## src/rtl/dphy_lane_hs_sequencer.sv

```systemverilog
//-----------------------------------------------------------------------------
// dphy_lane_hs_sequencer
//
// Sequences one MIPI D-PHY data lane through a high-speed burst:
//   STOP (LP-11) -> LPX (LP-01) -> PREPARE (LP-00) -> ZERO (HS 0x00)
//   -> SYNC (HS 0xB8) -> DATA (payload) -> TRAIL (inverted last bit)
//   -> EXIT (LP-11) -> STOP.
// The timed states share one 8-bit down-counter, loaded with (duration - 1)
// on entry and left when it reaches zero.
//
// Parameters (all durations in clk_i cycles, legal range 1..255):
//   T_LPX        LP-01 request duration
//   T_HS_PREPARE LP-00 prepare duration
//   T_HS_ZERO    HS-zero duration
//   T_HS_TRAIL   HS-trail duration
//   T_HS_EXIT    post-burst LP-11 hold
//
// Ports:
//   clk_i         byte clock, rising edge
//   rst_i         synchronous active-high reset
//   tx_req_i      burst request, only looked at in STOP
//   data_i        payload byte, bit 0 serialized first
//   data_valid_i  data_i valid
//   last_i        data_i is the final payload byte (qualified by valid)
//   data_ready_o  byte on data_i is taken this cycle when valid is high
//   hs_en_o       HS driver enable
//   hs_data_o     byte to the lane serializer
//   lp_p_o/lp_n_o LP line levels
//   busy_o        high whenever the lane is not in STOP
//   underrun_o    one-cycle pulse on the first TRAIL cycle of a burst that
//                 ended because no payload byte was offered
//-----------------------------------------------------------------------------
module dphy_lane_hs_sequencer #(
  parameter int T_LPX        = 2,
  parameter int T_HS_PREPARE = 2,
  parameter int T_HS_ZERO    = 3,
  parameter int T_HS_TRAIL   = 2,
  parameter int T_HS_EXIT    = 2
) (
  input  logic       clk_i,
  input  logic       rst_i,
  input  logic       tx_req_i,
  input  logic [7:0] data_i,
  input  logic       data_valid_i,
  input  logic       last_i,
  output logic       data_ready_o,
  output logic       hs_en_o,
  output logic [7:0] hs_data_o,
  output logic       lp_p_o,
  output logic       lp_n_o,
  output logic       busy_o,
  output logic       underrun_o
);

  typedef enum logic [2:0] {
    ST_STOP    = 3'd0,
    ST_LPX     = 3'd1,
    ST_PREPARE = 3'd2,
    ST_ZERO    = 3'd3,
    ST_SYNC    = 3'd4,
    ST_DATA    = 3'd5,
    ST_TRAIL   = 3'd6,
    ST_EXIT    = 3'd7
  } state_t;

  localparam logic [7:0] SYNC_BYTE = 8'hB8;

  // Counter load values: a state lasting N cycles starts at N-1.
  localparam logic [7:0] LPX_LOAD     = 8'(T_LPX - 1);
  localparam logic [7:0] PREPARE_LOAD = 8'(T_HS_PREPARE - 1);
  localparam logic [7:0] ZERO_LOAD    = 8'(T_HS_ZERO - 1);
  localparam logic [7:0] TRAIL_LOAD   = 8'(T_HS_TRAIL - 1);
  localparam logic [7:0] EXIT_LOAD    = 8'(T_HS_EXIT - 1);

  // Trail holds the opposite of the final transmitted bit (MSB goes last).
  function automatic logic [7:0] trail_byte(input logic [7:0] last_byte);
    return {8{~last_byte[7]}};
  endfunction

  state_t     state_q, state_d;
  logic [7:0] cnt_q, cnt_d;
  logic [7:0] data_q, data_d;
  logic       last_q, last_d;
  logic       underrun_q, underrun_d;

  logic       ready_s;
  logic       accept_s;
  logic       cnt_done_s;

  assign ready_s    = ((state_q == ST_SYNC) || (state_q == ST_DATA)) && !last_q;
  assign accept_s   = ready_s && data_valid_i;
  assign cnt_done_s = (cnt_q == 8'd0);

  // State, counter and payload registers with synchronous reset.
  always_ff @(posedge clk_i) begin
    if (rst_i) begin
      state_q    <= ST_STOP;
      cnt_q      <= 8'd0;
      data_q     <= 8'h00;
      last_q     <= 1'b0;
      underrun_q <= 1'b0;
    end else begin
      state_q    <= state_d;
      cnt_q      <= cnt_d;
      data_q     <= data_d;
      last_q     <= last_d;
      underrun_q <= underrun_d;
    end
  end

  // Next-state, counter and payload capture logic.
  always_comb begin
    state_d    = state_q;
    cnt_d      = cnt_q;
    data_d     = data_q;
    last_d     = last_q;
    underrun_d = 1'b0;

    case (state_q)
      ST_STOP: begin
        if (tx_req_i) begin
          state_d = ST_LPX;
          cnt_d   = LPX_LOAD;
          last_d  = 1'b0;
        end else begin
          state_d = ST_STOP;
        end
      end

      ST_LPX: begin
        if (cnt_done_s) begin
          state_d = ST_PREPARE;
          cnt_d   = PREPARE_LOAD;
        end else begin
          cnt_d = cnt_q - 8'd1;
        end
      end

      ST_PREPARE: begin
        if (cnt_done_s) begin
          state_d = ST_ZERO;
          cnt_d   = ZERO_LOAD;
        end else begin
          cnt_d = cnt_q - 8'd1;
        end
      end

      ST_ZERO: begin
        if (cnt_done_s) begin
          // The sync byte is parked in data_q so a zero-payload burst trails
          // on the MSB of 0xB8.
          state_d = ST_SYNC;
          cnt_d   = 8'd0;
          data_d  = SYNC_BYTE;
        end else begin
          cnt_d = cnt_q - 8'd1;
        end
      end

      ST_SYNC, ST_DATA: begin
        if (last_q) begin
          state_d = ST_TRAIL;
          cnt_d   = TRAIL_LOAD;
        end else if (accept_s) begin
          state_d = ST_DATA;
          data_d  = data_i;
          last_d  = last_i;
        end else begin
          // No byte offered while ready: end the burst early.
          state_d    = ST_TRAIL;
          cnt_d      = TRAIL_LOAD;
          underrun_d = 1'b1;
        end
      end

      ST_TRAIL: begin
        if (cnt_done_s) begin
          state_d = ST_EXIT;
          cnt_d   = EXIT_LOAD;
        end else begin
          cnt_d = cnt_q - 8'd1;
        end
      end

      ST_EXIT: begin
        if (cnt_done_s) begin
          state_d = ST_STOP;
          cnt_d   = 8'd0;
        end else begin
          cnt_d = cnt_q - 8'd1;
        end
      end

      default: begin
        state_d = ST_STOP;
        cnt_d   = 8'd0;
      end
    endcase
  end

  // Lane output decode from registered state and payload only.
  always_comb begin
    lp_p_o       = 1'b1;
    lp_n_o       = 1'b1;
    hs_en_o      = 1'b0;
    hs_data_o    = 8'h00;
    data_ready_o = 1'b0;
    busy_o       = (state_q != ST_STOP);

    case (state_q)
      ST_STOP, ST_EXIT: begin
        lp_p_o = 1'b1;
        lp_n_o = 1'b1;
      end
      ST_LPX: begin
        lp_p_o = 1'b0;
        lp_n_o = 1'b1;
      end
      ST_PREPARE: begin
        lp_p_o = 1'b0;
        lp_n_o = 1'b0;
      end
      ST_ZERO: begin
        lp_p_o    = 1'b0;
        lp_n_o    = 1'b0;
        hs_en_o   = 1'b1;
        hs_data_o = 8'h00;
      end
      ST_SYNC: begin
        lp_p_o       = 1'b0;
        lp_n_o       = 1'b0;
        hs_en_o      = 1'b1;
        hs_data_o    = SYNC_BYTE;
        data_ready_o = ready_s;
      end
      ST_DATA: begin
        lp_p_o       = 1'b0;
        lp_n_o       = 1'b0;
        hs_en_o      = 1'b1;
        hs_data_o    = data_q;
        data_ready_o = ready_s;
      end
      ST_TRAIL: begin
        lp_p_o    = 1'b0;
        lp_n_o    = 1'b0;
        hs_en_o   = 1'b1;
        hs_data_o = trail_byte(data_q);
      end
      default: begin
        lp_p_o = 1'b1;
        lp_n_o = 1'b1;
      end
    endcase
  end

  assign underrun_o = underrun_q;

endmodule

```

## config.mk

```make
export PLATFORM = sky130hd
export DESIGN_NAME = dphy_lane_hs_sequencer
export DESIGN_NICKNAME = d
export VERILOG_FILES = /design/src/rtl/dphy_lane_hs_sequencer.sv
export SDC_FILE = /design/constraint.sdc
export NUM_CORES = 1
export LEC_CHECK = 0
export CAP_MARGIN = 20
export CORE_MARGIN = 2
export CORE_UTILIZATION = 52
export DETAILED_ROUTE_END_ITERATION = 8
export PLACE_DENSITY = 0.83
export RECOVER_POWER = 50
export SLEW_MARGIN = 40
export SYNTH_ARGS = -nofsm -noshare
export SYNTH_HDL_FRONTEND = slang
export SYNTH_SLANG_ARGS = --single-unit
```

## constraint.sdc

```tcl
create_clock -name clk_i -period 3.5 [get_ports clk_i]
set_clock_uncertainty 0.05 [all_clocks]
set_input_delay 0.35 -clock clk_i [delete_from_list [all_inputs] [get_ports clk_i]]
set_output_delay 0.35 -clock clk_i [all_outputs]
set_load 0.01 [all_outputs]
```

# == After elaboration in Yosys (flattened, before gate mapping) ==
# Cells that the tools add are included.
# classes
n_addsub,1
eq_ne,16
mux,30
n_bitwise,2
n_reduce_logical,22
# ops
op,count
two-way mux 8 bit,9
case mux 8 bit (5 select lines),1
case mux 8 bit (3 select lines),1
case mux 3 bit (7 select lines),1
case mux 8 bit (2 select lines),1
two-way mux 3 bit,5
!= test 2 bit (second input constant),7
equality test 3 bit (second input constant),4
zero test 8 bit,1
OR reduction 2 bit,4
subtractor 8 x 1 -> 8 bit (second input constant),1
two-way mux 1 bit,7
equality test 3 x 2 -> 1 bit (second input constant),2
case mux 1 bit (2 select lines),3
OR reduction 3 bit,2
OR reduction 6 bit,1
AND reduction 5 bit,1
OR reduction 5 bit,1
two-way mux 2 bit,2
AND reduction 2 bit,2
AND reduction 4 bit,1
nonzero test 2 bit,2
OR reduction 4 bit,1
equality test 3 x 1 -> 1 bit (second input constant),1
8 further kinds,10
# word_totals
ff_bits,21
inputBits,13
output_inout_bits,14
word_cells,76

# == Logic depth before layout (Yosys ltp) ==
# depth
depth_word,7
mapped_depth,6
mapped_depth_nobuf,6

# == Least setup slack after synthesis ==
# OpenSTA, ideal clock, no wires.
# synth_path
kind,register to register
from,register cnt_q[0]
to,register cnt_q[0]
setup_time_ns,0.103
arrival_ns,1.429
t_required_ns,3.347
setup_slack_ns,1.918
stages_incl_launch_ff,7
path_buffers,0
period_less_slack_ns,1.582
cell_sequence,dfxtp_1 > inv_1 > ha_1 > nor3b_2 > and2_4 > o31ai_1 > a2111oi_2
# synth_via
elab_chain_len,3
word_cells_on_any_way,6
classes_between,1 x add/sub; 4 x mux; 1 x reduce/logical
# synth_lines
element,line,source
from (decl),81,"logic [7:0] cnt_q, cnt_d;"
from (signal assigned),104,cnt_q <= cnt_d;
subtractor 8 x 1 -> 8 bit / zero test 8 bit (equally long branches),-,
"two-way mux 8 bit, on equally long branches",-,
case mux 8 bit (5 select lines) (*),119,case (state_q)
# Mark *: on every way between the ends. The rest lies on a longest branch, timed or not.
# A chain may end at the register's enable or synchronous reset.

# == Worst setup path after layout ==
# layout_path
from,register state_q[1]
to,output port hs_data_o[0]
# layout_via
elab_chain_len,2
word_cells_on_any_way,4
classes_between,3 x eq/ne; 1 x mux
# layout_lines
element,line,source
from (decl),80,"state_t state_q, state_d;"
from (signal assigned),103,state_q <= state_d;
equality test 3 bit,210,case (state_q)
case mux 8 bit (3 select lines) (*),210,
to (decl),48,"output logic [7:0] hs_data_o,"
# Marks and branches as above.

==> impl_metrics.ini <==
[layout]
utilization_pct = 66.38
multi_input_area_um2 = 664.4
regArea_um2 = 420.4
drive_above_1_share_pct = 2.994
syn_to_final_growth_pct = 23.63
fillerInstances = 189
final_cell_count_no_fill = 195
nets = 183
diodes = 0

[floorplan]
die_height_um = 51.33
top_level_ports = 27
die_area_mm2 = 0.002635
start_util_pct = 53.69
num_rows = 17
die_w_um = 51.33
coreArea_mm2 = 0.002170

[placement]
pre_cts_ws_ns = 1.063
dp_cells = 191
io_buffers = 26
place_congestion = 0.8666
hpwl_um = 2151

[grt]
antenna_found_initial = 0
grt_start_max_net_pins = 26
grt_pass1_vias = 1117
grt_pass1_wl_um = 4892
grt_usage_pct = 24.92
overflow = 0

[power]
cellPowerDensity_mw_per_mm2 = 823.2
ir_drop_v = 0.0004595
p_leak_nw = 0.5169

[synth]
yosys.area.top_type = dfxtp_1
netlist_top_cells_count = dfxtp_1 (21), nor2_1 (16), a21oi_1 (13)
dominantRegCellSynth = dfxtp_1
syn_avg_cell_area_um2 = 8.034
synth_fp_nets = 160
yosysMostFrequentCell = dfxtp_1
synth_cell_types = 37
synth_edf_count = 0
ys_seq_area_share_pct = 36.09
postSynthCellCount = 145
ys_ff_latch = 21
synthArstFlopShare_pct = 0
synth_area_leaders = dfxtp_1 (36%), a21oi_1 (5.6%), nor2_1 (5.2%), nand2_1 (3.9%), a211oi_1 (3.2%)
syn_area_mm2 = 0.001165
yosysTopAreaCellShare_pct = 36.09
synth_warnings = 0

[timing]
fmax_mhz = 355.1
worst_pin_slew_ns = 0.7661
rsz0062_at_grt = no
drv_slew = 0
hold_violations = 0
setup_viol = 0
fin_crit_sh_pct = 80.47
min_period_ns = 2.816
relSlewSlack_pct = 48.81
post-route-worst-setup-slack_ns = 0.6836
finalSetupTns_ns = 0

[cts]
worstSkewPairLatency_ns = 0.31
clockBufferDepth = 2
cts_tree = built
cts-hold-fix-buffers = 0
cts.sinks = 21
cts_setup_buffers = 0
numCtsBuffers = 3
htree_num_levels = 1
root_buffer = clkbuf_4
cts.clk_slew.worst_paths_ns = 0.12
cts_resized = 0

[worst_setup_path]
cp_slowest_stage_delay_ns = 0.59
r2r-start = cnt_q[0]
crit_path_end_kind = output pin
critPathKind = reg -> out
worstPathCellList = inv_1 > or3_1 > a21boi_0 > clkdlybuf4s50_1
worstPathRequired_ns = 3.10
cp_max_fo = 15
cp_slowest_cell = dfxtp_1
worstPathArrival_ns = 2.42
critPathLaunchType = flop
cp-startpoint = state_q[1]

[routing]
drc_errors = 0
ant_nets = 0
viasPerCell = 5.764
routedWlPerCell_um = 15.39
drt-pass1-iter-count = 4
vias = 1124
drt_wl_total_um = 3001
drtIter0Drc = 46

[run]
max_cap_viol_count = 0

[run_status]
status = completed

[min_path]
hold_path.class = reg -> reg
hp-start = data_q[4]
worst max-delay path: cells and delay by family, from the launching register on:
family          cells  cell delay [ns]
compound gates      1             0.20
buf+inv             2             0.86
flops               1             0.59
simple gates        1             0.44
layer usage:
layer | track usage [%] | share of wire (%) | up-vias
met3 | 4.094 | 4.2 | 5
met4 | 11.40 | 1.7 | 0
met2 | 42.86 | 51 | 29
met5 | 0 | 0 | -
li1 | - | - | 559
met1 | 30.31 | 43 | 531
path summary, 6_finish.rpt:
| kind | end | slack, ns | cells after the start |
|---|---|---|---|
| worst max register to register | cnt_q[0] | 1.20 | 6 |
| worst min-delay path | data_q[4] | 0.43 | 2 |
| worst min register to register | data_q[4] | 0.43 | 2 |
| worst max-delay path | hs_data_o[0] | 0.68 | 4 |
sequential cells by signal (all words and copies together) (netlist names):
signal	flops
cnt_q	8
last_q	1
underrun_o	1
data_q	8
state_q	3
per-stage QoR:
step,hold WS (ns),area [um2],total power [mW]
final,0.4328,1440,1.186
after detailed placement,0.4151,1431,1.091
after CTS,0.4335,1458,1.215
after floorplan,0.3787,1165,0.8937
after global routing,0.4603,1440,1.276
after global placement,0.4021,1431,1.054
report_power, final:
part | leakage [nW] | switching (mW) | internal (mW)
clock | 0.0150 | 0.0765 | 0.0446
sequential | 0.171 | 0.105 | 0.302
combinational | 0.331 | 0.369 | 0.288
total | 0.517 | 0.551 | 0.634
kinds of logic after synthesis:
family | count (synthesis) | share of synthesized area, %
compound gates | 39 | 22.23
fa+ha+maj | 2 | 2.148
buf+inv | 17 | 5.693
flops | 21 | 36.09
xor+xnor | 7 | 5.263
simple gates | 59 | 28.57
area by class of cell:
| class | count | share of cell area (%) |
|---|---|---|
| clock buffers | 4 | 1.825 |
| inverters | 8 | 2.085 |
| multi-input cells | 107 | 46.13 |
| flip-flops and latches | 21 | 29.19 |
| well taps | 28 | 2.433 |
| repair buffers | 27 | 18.33 |
layout by cell type, fill, tap and decap left out, types with 4 or more instances in the layout:
cell type / instances
xor2_1: 4
nor2b_1: 4
nand3_1: 4
nor2_1: 16
inv_1: 8
a22oi_1: 5
a21boi_0: 4
a211oi_1: 5
a21oi_1: 13
clkdlybuf4s50_1: 25
dfxtp_1: 21
nand2_1: 12
No activity file was read; power rests on OpenSTA's default activity.
